File: config.mk
export PLATFORM = sky130hd
export DESIGN_NAME = multiword_add_sequencer_flat
export DESIGN_NICKNAME = d
export VERILOG_FILES = /design/src/rtl/multiword_add_sequencer_if.sv /design/src/rtl/multiword_add_sequencer.sv /design/src/flat_wrapper.sv
export SDC_FILE = /design/constraint.sdc
export NUM_CORES = 1
export LEC_CHECK = 0
export CAP_MARGIN = 20
export CORE_MARGIN = 2
export CORE_UTILIZATION = 51
export CTS_BUF_LIST = sky130_fd_sc_hd__clkbuf_8 sky130_fd_sc_hd__clkbuf_16
export CTS_CLUSTER_DIAMETER = 40
export DETAILED_ROUTE_END_ITERATION = 8
export PLACE_DENSITY = 0.81
export SETUP_SLACK_MARGIN = 0.5
export SYNTH_ARGS = -nofsm -noshare
export SYNTH_HDL_FRONTEND = slang
export SYNTH_SLANG_ARGS = --single-unit
File: constraint.sdc
create_clock -name clk -period 4.6 [get_ports clk]
set_input_delay 0.92 -clock clk [delete_from_list [all_inputs] [get_ports clk]]
set_output_delay 0.92 -clock clk [all_outputs]
set_load 0.1 [all_outputs]
File: src/rtl/multiword_add_sequencer_if.sv
// Request/result handshake bundle for multiword_add_sequencer.
// master drives operands and out_ready; slave is the sequencer itself.
interface multiword_add_sequencer_if #(
    parameter int WORDS = 4
);
    localparam int N = 16 * WORDS;

    logic         in_valid;
    logic         in_ready;
    logic [N-1:0] a;
    logic [N-1:0] b;
    logic         cin;
    logic         sub;
    logic         out_valid;
    logic         out_ready;
    logic [N-1:0] sum;
    logic         cout;
    logic         overflow;
    logic         busy;

    modport master (
        output in_valid, a, b, cin, sub, out_ready,
        input  in_ready, out_valid, sum, cout, overflow, busy
    );

    modport slave (
        input  in_valid, a, b, cin, sub, out_ready,
        output in_ready, out_valid, sum, cout, overflow, busy
    );
endinterface

File: src/rtl/multiword_add_sequencer.sv
// Serial multiword adder/subtractor: one 16-bit carry-chained slice per clock,
// LSB first, with a valid/ready request and result handshake.
module multiword_add_sequencer #(
    parameter int WORDS = 4
) (
    input  logic clk,
    input  logic rst,
    multiword_add_sequencer_if.slave bus
);
    localparam int N  = 16 * WORDS;
    localparam int IW = $clog2(WORDS);

    typedef enum logic [1:0] {IDLE, RUN, DONE} state_t;

    state_t        state_reg;
    logic [IW-1:0] idx_reg;
    logic          carry_reg;
    logic [N-1:0]  a_reg;
    logic [N-1:0]  b_reg;
    logic [N-1:0]  sum_reg;
    logic          cout_reg;
    logic          overflow_reg;
    logic          in_ready_reg;
    logic          out_valid_reg;
    logic          busy_reg;

    logic [15:0] a_slice [WORDS];
    logic [15:0] b_slice [WORDS];
    logic [15:0] cur_a;
    logic [15:0] cur_b;
    logic [16:0] slice_sum;
    logic        msb_carry_in;

    for (genvar gi = 0; gi < WORDS; gi++) begin : g_slice
        assign a_slice[gi] = a_reg[16*gi +: 16];
        assign b_slice[gi] = b_reg[16*gi +: 16];
    end

    // Carry into bit 15 of the current slice is recovered from the sum bit;
    // it only matters on the top slice, where it feeds the overflow flag.
    always_comb begin
        cur_a        = a_slice[idx_reg];
        cur_b        = b_slice[idx_reg];
        slice_sum    = {1'b0, cur_a} + {1'b0, cur_b} + {16'd0, carry_reg};
        msb_carry_in = cur_a[15] ^ cur_b[15] ^ slice_sum[15];
    end

    always_ff @(posedge clk) begin
        if (rst) begin
            state_reg     <= IDLE;
            idx_reg       <= '0;
            carry_reg     <= 1'b0;
            a_reg         <= '0;
            b_reg         <= '0;
            sum_reg       <= '0;
            cout_reg      <= 1'b0;
            overflow_reg  <= 1'b0;
            in_ready_reg  <= 1'b1;
            out_valid_reg <= 1'b0;
            busy_reg      <= 1'b0;
        end else begin
            case (state_reg)
                IDLE: begin
                    if (bus.in_valid && in_ready_reg) begin
                        // Subtraction is a + ~b + 1, so invert b once here.
                        a_reg        <= bus.a;
                        b_reg        <= bus.sub ? ~bus.b : bus.b;
                        carry_reg    <= bus.sub | bus.cin;
                        idx_reg      <= '0;
                        state_reg    <= RUN;
                        in_ready_reg <= 1'b0;
                        busy_reg     <= 1'b1;
                    end
                end
                RUN: begin
                    for (int w = 0; w < WORDS; w++) begin
                        if (idx_reg == IW'(w)) begin
                            sum_reg[16*w +: 16] <= slice_sum[15:0];
                        end
                    end
                    carry_reg <= slice_sum[16];
                    if (idx_reg == IW'(WORDS - 1)) begin
                        idx_reg       <= '0;
                        cout_reg      <= slice_sum[16];
                        overflow_reg  <= msb_carry_in ^ slice_sum[16];
                        out_valid_reg <= 1'b1;
                        state_reg     <= DONE;
                    end else begin
                        idx_reg <= idx_reg + IW'(1);
                    end
                end
                DONE: begin
                    if (bus.out_ready) begin
                        out_valid_reg <= 1'b0;
                        busy_reg      <= 1'b0;
                        in_ready_reg  <= 1'b1;
                        state_reg     <= IDLE;
                    end
                end
                default: begin
                    state_reg     <= IDLE;
                    out_valid_reg <= 1'b0;
                    busy_reg      <= 1'b0;
                    in_ready_reg  <= 1'b1;
                end
            endcase
        end
    end

    assign bus.in_ready  = in_ready_reg;
    assign bus.out_valid = out_valid_reg;
    assign bus.sum       = sum_reg;
    assign bus.cout      = cout_reg;
    assign bus.overflow  = overflow_reg;
    assign bus.busy      = busy_reg;
endmodule

File: src/flat_wrapper.sv
// flat-port wrapper written by rule: the top's interface ports become plain ports
module multiword_add_sequencer_flat 
#(
    parameter int WORDS = 4
)
  (clk, rst, bus_in_valid, bus_a, bus_b, bus_cin, bus_sub, bus_out_ready, bus_in_ready, bus_out_valid, bus_sum, bus_cout, bus_overflow, bus_busy);
  multiword_add_sequencer_if #(.WORDS(WORDS)) bus_i ();
  input  logic clk;
  input  logic rst;
  input wire logic [$bits(bus_i.in_valid)-1:0] bus_in_valid;
  input wire logic [$bits(bus_i.a)-1:0] bus_a;
  input wire logic [$bits(bus_i.b)-1:0] bus_b;
  input wire logic [$bits(bus_i.cin)-1:0] bus_cin;
  input wire logic [$bits(bus_i.sub)-1:0] bus_sub;
  input wire logic [$bits(bus_i.out_ready)-1:0] bus_out_ready;
  output wire logic [$bits(bus_i.in_ready)-1:0] bus_in_ready;
  output wire logic [$bits(bus_i.out_valid)-1:0] bus_out_valid;
  output wire logic [$bits(bus_i.sum)-1:0] bus_sum;
  output wire logic [$bits(bus_i.cout)-1:0] bus_cout;
  output wire logic [$bits(bus_i.overflow)-1:0] bus_overflow;
  output wire logic [$bits(bus_i.busy)-1:0] bus_busy;
  assign bus_i.in_valid = bus_in_valid;
  assign bus_i.a = bus_a;
  assign bus_i.b = bus_b;
  assign bus_i.cin = bus_cin;
  assign bus_i.sub = bus_sub;
  assign bus_i.out_ready = bus_out_ready;
  assign bus_in_ready = bus_i.in_ready;
  assign bus_out_valid = bus_i.out_valid;
  assign bus_sum = bus_i.sum;
  assign bus_cout = bus_i.cout;
  assign bus_overflow = bus_i.overflow;
  assign bus_busy = bus_i.busy;
  multiword_add_sequencer #(.WORDS(WORDS)) u_core (.clk(clk), .rst(rst), .bus(bus_i));
endmodule
==> results.md, run 1 <==
- Post-synthesis mux area share: 7.97%
- Number of flops mapped to enable cells by yosys: 0
- Grt ovf: 0
- Cts bufs inserted: 28
- Outcome: complete, no violations
- Worst r2r src: u_core.idx_reg[0]$_SDFFE_PP0P_
- Syn nets: 1199
- Reg clk slew, reported paths: 0.06 ns
- Crit share post-route: 78.4%
- Synth top area share: 44.1%
- Clock Tree Root: clkbuf_16
- Syn_area_per_cell: 8.79 µm²
- Synth top cells by count: 246 x nand2_1, 202 x dfxtp_1, 137 x a21oi_1
- Yosys cell types: 48
- Post-synth design cell area: 0.00918 mm²
- Compound-Gate Fraction of Synth Area: 17.3%
- Max VDD drop: 0.345 mV
- Clock sink total: 202
- CTS tree: yes
- Final Hold Fails: 0
- HP Class: flip-flop to flip-flop
- Number of core rows: 49
- Avg WL per Cell: 17.6 µm
- Final Cell Area: 0.0123 mm²
- Largest family of logic cells by synthesized area: compound AO/OA/AOI/OAI gates
- Worst EP arrival: 3.99 ns
- # fillers: 1359
- Unrepaired setup endpoints after global routing: no
- Placed cell area: 0.0113 mm²
- Max_slew headroom: 32.1%
- GRT Util Overall: 25.8%
- DR iter-0 viols: 664
- Fin. max-slew vios: 0
- Largest net degree at the start of global routing: 131
- Syn Inst Count: 1044
- Hold_sp: u_core.a_reg[51]$_SDFFE_PP0P_
- DRC Markers: 0
- Power per cell area: 424 mW/mm²
- IO buf count: 202
- Max Cap Viol: 0
- Hold buffer count at CTS: 0
- Number of global-route vias before repair: 7678
- Post-synthesis sequential area ratio: 44.1%
- Top-count cell post-synth: nand2_1
- Leak pwr: 4.29 nW
- Top FF cell, synth: dfxtp_1
- Final setup TNS: 0 ns
- Buffer depth of the longest clock path: 3
- CP Capture Type: flip-flop
- Simple-gate share of the synthesized area: 16.3%
- H-tree Lvls: 1
- First-pass GRT wire length: 40200 µm
- Die Area: 0.0191 mm²
- Adder-cell share of the synthesized area: 3.03%
- Synth Area in XOR/XNOR: 7.46%
- Data required, critical path: 4.98 ns
- Via count: 8178
- # diodes: 0
- CP max FO: 15
- Initial antenna violation count: 0
- Core ar.: 0.0178 mm²
- Yosys warning total: 0
- Skew final: 0.0116 ns
- Fin crit period: 3.61 ns
- Post-route ant nets: 0
- Total Nets Final: 1357
- Ys async rst share: 0%
- Drt first pass iters: 5
- Post-cts resize count: 0
- CP Launch Type: flip-flop
- Synth-to-layout area growth: 34.2%
- Synth area leaders: dfxtp_1 44%, nand2_1 10%, mux4_2 7.9%, a21oi_1 7.5%, xnor2_1 7.0%
- I/O Pins: 203
- Gpl congestion: 0.931
- Top cell type by total area after synthesis: dfxtp_1
- Layout cells sized above 1: 8.74%
- Final wirelength: 25500 µm
- Setup-failing EPs final: 0
- Post CTS Setup Buffer Count: 0
- DPL Wire Length: 18200 µm
- Worst-Skew Late Latency: 0.54 ns
- DIE HEIGHT: 138 µm
- Launch point of the worst path: u_core.idx_reg[0]$_SDFFE_PP0P_
- Die Wd: 138 µm
- FMAX: 0.277 GHz
- Via density: 5.63
- Critical path class: flip-flop to flip-flop
- FF+latch count, synth: 202
- Initial Util: 51.6%
- Worst Max-Slew Pin Slew: 1.02 ns
==> per-layer routing <==
layer  vias to the layer above  global-route usage [%]  part of all wire (%)
met2                       352                    41.5                    47
met1                      3841                    35.7                    42
li1                       3932                       -                     -
met3                        53                    4.71                   7.8
met4                         0                    8.00                   3.0
met5                         -                       0                     0
==> report_power, final <==
| group | total, mW | internal, mW | switching, mW | leakage [nW] |
|---|---|---|---|---|
| clock network | 2.35 | 1.50 | 0.849 | 0.508 |
| registers | 1.95 | 1.87 | 0.0813 | 1.65 |
| logic | 0.930 | 0.385 | 0.544 | 2.13 |
| total | 5.23 | 3.75 | 1.47 | 4.29 |
==> worst paths after layout <==
kind / end / slack [ns] / depth (start not counted)
worst max-delay path: u_core.bus.sum[30]$_SDFFE_PP0P_ / 0.99 / 9
worst min-delay path: u_core.a_reg[51]$_SDFFE_PP0P_ / 0.45 / 2
worst max register to register: u_core.bus.sum[30]$_SDFFE_PP0P_ / 0.99 / 9
worst min register to register: u_core.a_reg[51]$_SDFFE_PP0P_ / 0.45 / 2
==> cell families (layout without fill, tap and decap cells) <==
group | after synthesis | after routing
compound gates | 256 | 256
xor+xnor | 76 | 76
fa+ha+maj | 21 | 21
buf+inv | 87 | 267
flops | 202 | 202
mux | 33 | 33
simple gates | 369 | 369
==> layout by cell type, fill, tap and decap left out, types with 3 or more instances in the layout <==
cell             count
and2_1               6
clkinv_4             4
inv_6                5
a21o_1               4
o31ai_1              4
clkbuf_16           28
o21ai_1              3
ha_1                19
nand2b_1             3
nand3_1              7
o211ai_1             4
nor3_1               4
nand3b_1             5
buf_12               5
mux4_2              32
o21ai_0              9
a211oi_1            75
dfxtp_1            201
bufinv_16            6
inv_1                4
xnor2_1             73
a21oi_1            137
clkdlybuf4s50_1    200
or3_1                5
clkinv_2             3
buf_4                6
nand2_1            246
nor2_1              84
a31oi_1              8
==> final cells by class <==
class	count	area [µm²]	share of cell area [%]
sequential	202	4050	32.8
clock inverter	22	309	2.51
timing repair buffer	212	2160	17.5
inverter	3	11.3	0.0914
multi-input combinational	755	4780	38.8
clock buffer	30	728	5.91
tap	229	287	2.33
==> worst max-delay path, stage by stage, from the launching register on <==
cell and delay, ns:
dfxtp_2 0.64, mux4_2 0.59, fa_1 0.51, fa_1 0.45, a211oi_1 0.32, o21ai_1 0.18, a31oi_1 0.16, o21ai_1 0.09
xnor2_1 0.40, o31ai_1 0.13
==> stage by stage <==
| step | util, % | worst slack, ns | total power, mW | cells | hold WS (ns) |
|---|---|---|---|---|---|
| after floorplan | - | 1.22 | 2.57 | 1044 | 0.433 |
| after global placement | 63.4 | 1.08 | 2.88 | 1401 | 0.440 |
| after detailed placement | 63.4 | 1.02 | 2.90 | 1401 | 0.443 |
| after CTS | 69.3 | 0.999 | 5.23 | 1453 | 0.452 |
| after global routing | 69.3 | 0.795 | 5.40 | 1453 | 0.465 |
| final | 69.3 | 0.992 | 5.23 | 1453 | 0.454 |
(Power assumes the default switching activity.)
==> run 2, diff against run 1 <==
==> constraint.sdc (replaced) <==
create_clock -name clk -period 3.6 [get_ports clk]
set_input_delay 0.72 -clock clk [delete_from_list [all_inputs] [get_ports clk]]
set_output_delay 0.72 -clock clk [all_outputs]
set_load 0.1 [all_outputs]
==> run 2 against run 1 <==
Against the previous run: count of clock-buffer cells in the layout increased by 7; fmax is 18% higher; die area unchanged; critical path type unchanged.
==> results.md, run 2 (same netlist as run 1, synthesis figures left out) <==
- Data required, critical path: 4.04 ns (-0.94 ns)
- Largest net degree at the start of global routing: 92 (-30%)
- Synth-to-layout area growth: 36.3%
- # fillers: 1346 (-0.96%)
- Sw power: 1.80 mW (+22%)
- Comb power frac: 19.4% (+1.6 points)
- Via count: 8356 (+2.2%)
- Final Hold Fails: 0 (unchanged)
- Max_slew headroom: 31.5% (-0.58 points)
- I/O Pins: 203 (unchanged)
- GRT Util Overall: 26.6% (+0.74 points)
- Post-route ant nets: 0 (unchanged)
- Register area: 0.00405 mm² (about the same)
- DPL Wire Length: 18700 µm (+3.1%)
- Fin crit period: 3.06 ns (-0.552 ns)
- Core ar.: 0.0178 mm² (unchanged)
- DRC Markers: 0 (unchanged)
- Total Nets Final: 1373 (+1.2%)
- Clock Tree Root: clkbuf_16
- Sw Ratio: 27.8% (-0.42 points)
- FMAX: 0.327 GHz (+18%)
- Cts bufs inserted: 28 (unchanged)
- Internal Power: 4.68 mW (+25%)
- Layout cells sized above 1: 10.8% (+2.1 points)
- IO buf count: 202 (unchanged)
- Final wirelength: 26500 µm (+3.9%)
- Die Area: 0.0191 mm² (unchanged)
- Leak pwr: 4.38 nW (+2.2%)
- Max Cap Viol: 0 (unchanged)
- Unrepaired setup endpoints after global routing: yes
- Skew final: 0.0141 ns (+0.00250 ns)
- Power per cell area: 518 mW/mm² (+22%)
- Post-layout util: 70.4% (+1.1 points)
- HP Class: flip-flop to flip-flop
- Via density: 5.70 (+1.2%)
- Final setup TNS: 0 ns (unchanged)
- Critical Path Slowest Stage Cell: mux4_2
- Initial Util: 51.6% (unchanged)
- Max stage delay on crit path: 0.55 ns (-0.09 ns)
- Gpl congestion: 0.915 (-1.7%)
- R2r setup slk: 0.54 ns (-0.45 ns)
- Critical path class: flip-flop to flip-flop
- Crit-path cells: mux4_2 -> fa_2 -> fa_2 -> a211oi_2 -> o211ai_1 -> a21oi_2 -> xnor2_2 -> nand2_1 -> a21oi_2
- CTS tree: yes
- Buffer depth of the longest clock path: 3 (unchanged)
- Avg WL per Cell: 18.1 µm (+2.9%)
- Worst EP arrival: 3.50 ns (-0.49 ns)
- Worst slack, placed: 0.296 ns (-0.720 ns)
- Crit share post-route: 84.9% (+6.5 points)
- Commonest non-fill, non-tap cells in the layout: 246 x nand2_1, 201 x dfxtp_1, 200 x clkdlybuf4s50_1
- CP max FO: 6 (-9)
- Setup WS post-layout: 0.544 ns (-0.448 ns)
- Clk pwr share: 42.2% (-2.8 points)
- Clock sink total: 202 (unchanged)
- Max VDD drop: 0.394 mV (+14%)
- Initial antenna violation count: 0 (unchanged)
- DIE HEIGHT: 138 µm (unchanged)
- CP Launch Type: flip-flop
- DR iter-0 viols: 640 (-3.6%)
- # diodes: 0 (unchanged)
- Worst-Skew Late Latency: 0.52 ns (-0.02 ns)
- Drt first pass iters: 5 (unchanged)
- Number of core rows: 49 (unchanged)
- H-tree Lvls: 1 (unchanged)
- Outcome: complete, no violations
- Grt ovf: 0 (unchanged)
- Number of global-route vias before repair: 7928 (+3.3%)
- CP Capture Type: flip-flop
- Fin. max-slew vios: 0 (unchanged)
- Worst Max-Slew Pin Slew: 1.02 ns (+0.00861 ns)
- Reg clk slew, reported paths: 0.05 ns (about the same)
- Commonest non-fill, non-tap cell in the layout: nand2_1
- First-pass GRT wire length: 41200 µm (+2.5%)
- Hold buffer count at CTS: 0 (unchanged)
- Die Wd: 138 µm (unchanged)
- Setup-failing EPs final: 0 (unchanged)
- Sequential share of power: 38.4% (+1.2 points)
- Area of the multi-input gates: 0.00488 mm² (+2.1%)
[run 2: layer usage]
metal	routed length, µm	part of all wire [%]	global-route usage, %	vias to the layer above
li1	-	-	-	3958
met1	10800	41	35.0	3915
met2	12400	47	42.9	413
met3	2190	8.3	5.23	70
met4	1120	4.2	11.4	0
met5	0	0	0	-
[run 2: critical path: cells and delay by family (launching register included)]
family / cells / cell delay (ns)
compound gates: 4 / 0.83
xor+xnor: 1 / 0.22
fa+ha+maj: 2 / 0.83
flops: 1 / 0.42
mux: 1 / 0.55
simple gates: 1 / 0.12
[run 2: path summary, 6_finish.rpt]
path | depth (start not counted) | start | to
setup / recovery | 9 | u_core.idx_reg[0]$_SDFFE_PP0P_ | u_core.bus.sum[60]$_SDFFE_PP0P_
hold / removal | 2 | u_core.a_reg[40]$_SDFFE_PP0P_ | u_core.a_reg[40]$_SDFFE_PP0P_
setup reg to reg | 9 | u_core.idx_reg[0]$_SDFFE_PP0P_ | u_core.bus.sum[60]$_SDFFE_PP0P_
hold reg to reg | 2 | u_core.a_reg[40]$_SDFFE_PP0P_ | u_core.a_reg[40]$_SDFFE_PP0P_
[run 2: what timing repair did]
item,4_1_cts,5_1_grt
setup endpoints to repair,31,34
pin swaps,3,10
buffers inserted,2,7
cloned,0,1
resized for setup,13,17
[run 2: power groups by stage]
stage | registers [mW] | clock network (mW) | logic, mW
after floorplan | 2.62 | 0 | 0.668
after detailed placement | 2.53 | 0 | 1.18
final | 2.49 | 2.73 | 1.26
after CTS | 2.48 | 2.75 | 1.21
after global placement | 2.52 | 0 | 1.16
after global routing | 2.50 | 2.86 | 1.35
[run 2: final cells by class]
| type | instances | area share [%] |
|---|---|---|
| clock inverters | 13 | 0.980 |
| repair buffers | 228 | 18.6 |
| inverters | 3 | 0.0900 |
| flip-flops and latches | 202 | 32.3 |
| well taps | 229 | 2.29 |
| multi-input cells | 755 | 39.0 |
| clock buffers | 37 | 6.68 |
[run 2: metrics by stage]
step / area, µm² / cells / total power [mW] / hold WS, ns
3_5_place_dp: 11300 / 1407 / 3.71 / 0.445
3_3_place_gp: 11300 / 1407 / 3.68 / 0.439
2_1_floorplan: 9190 / 1044 / 3.29 / 0.433
6_report: 12500 / 1467 / 6.48 / 0.454
4_1_cts: 12300 / 1459 / 6.44 / 0.452
5_1_grt: 12500 / 1467 / 6.71 / 0.469
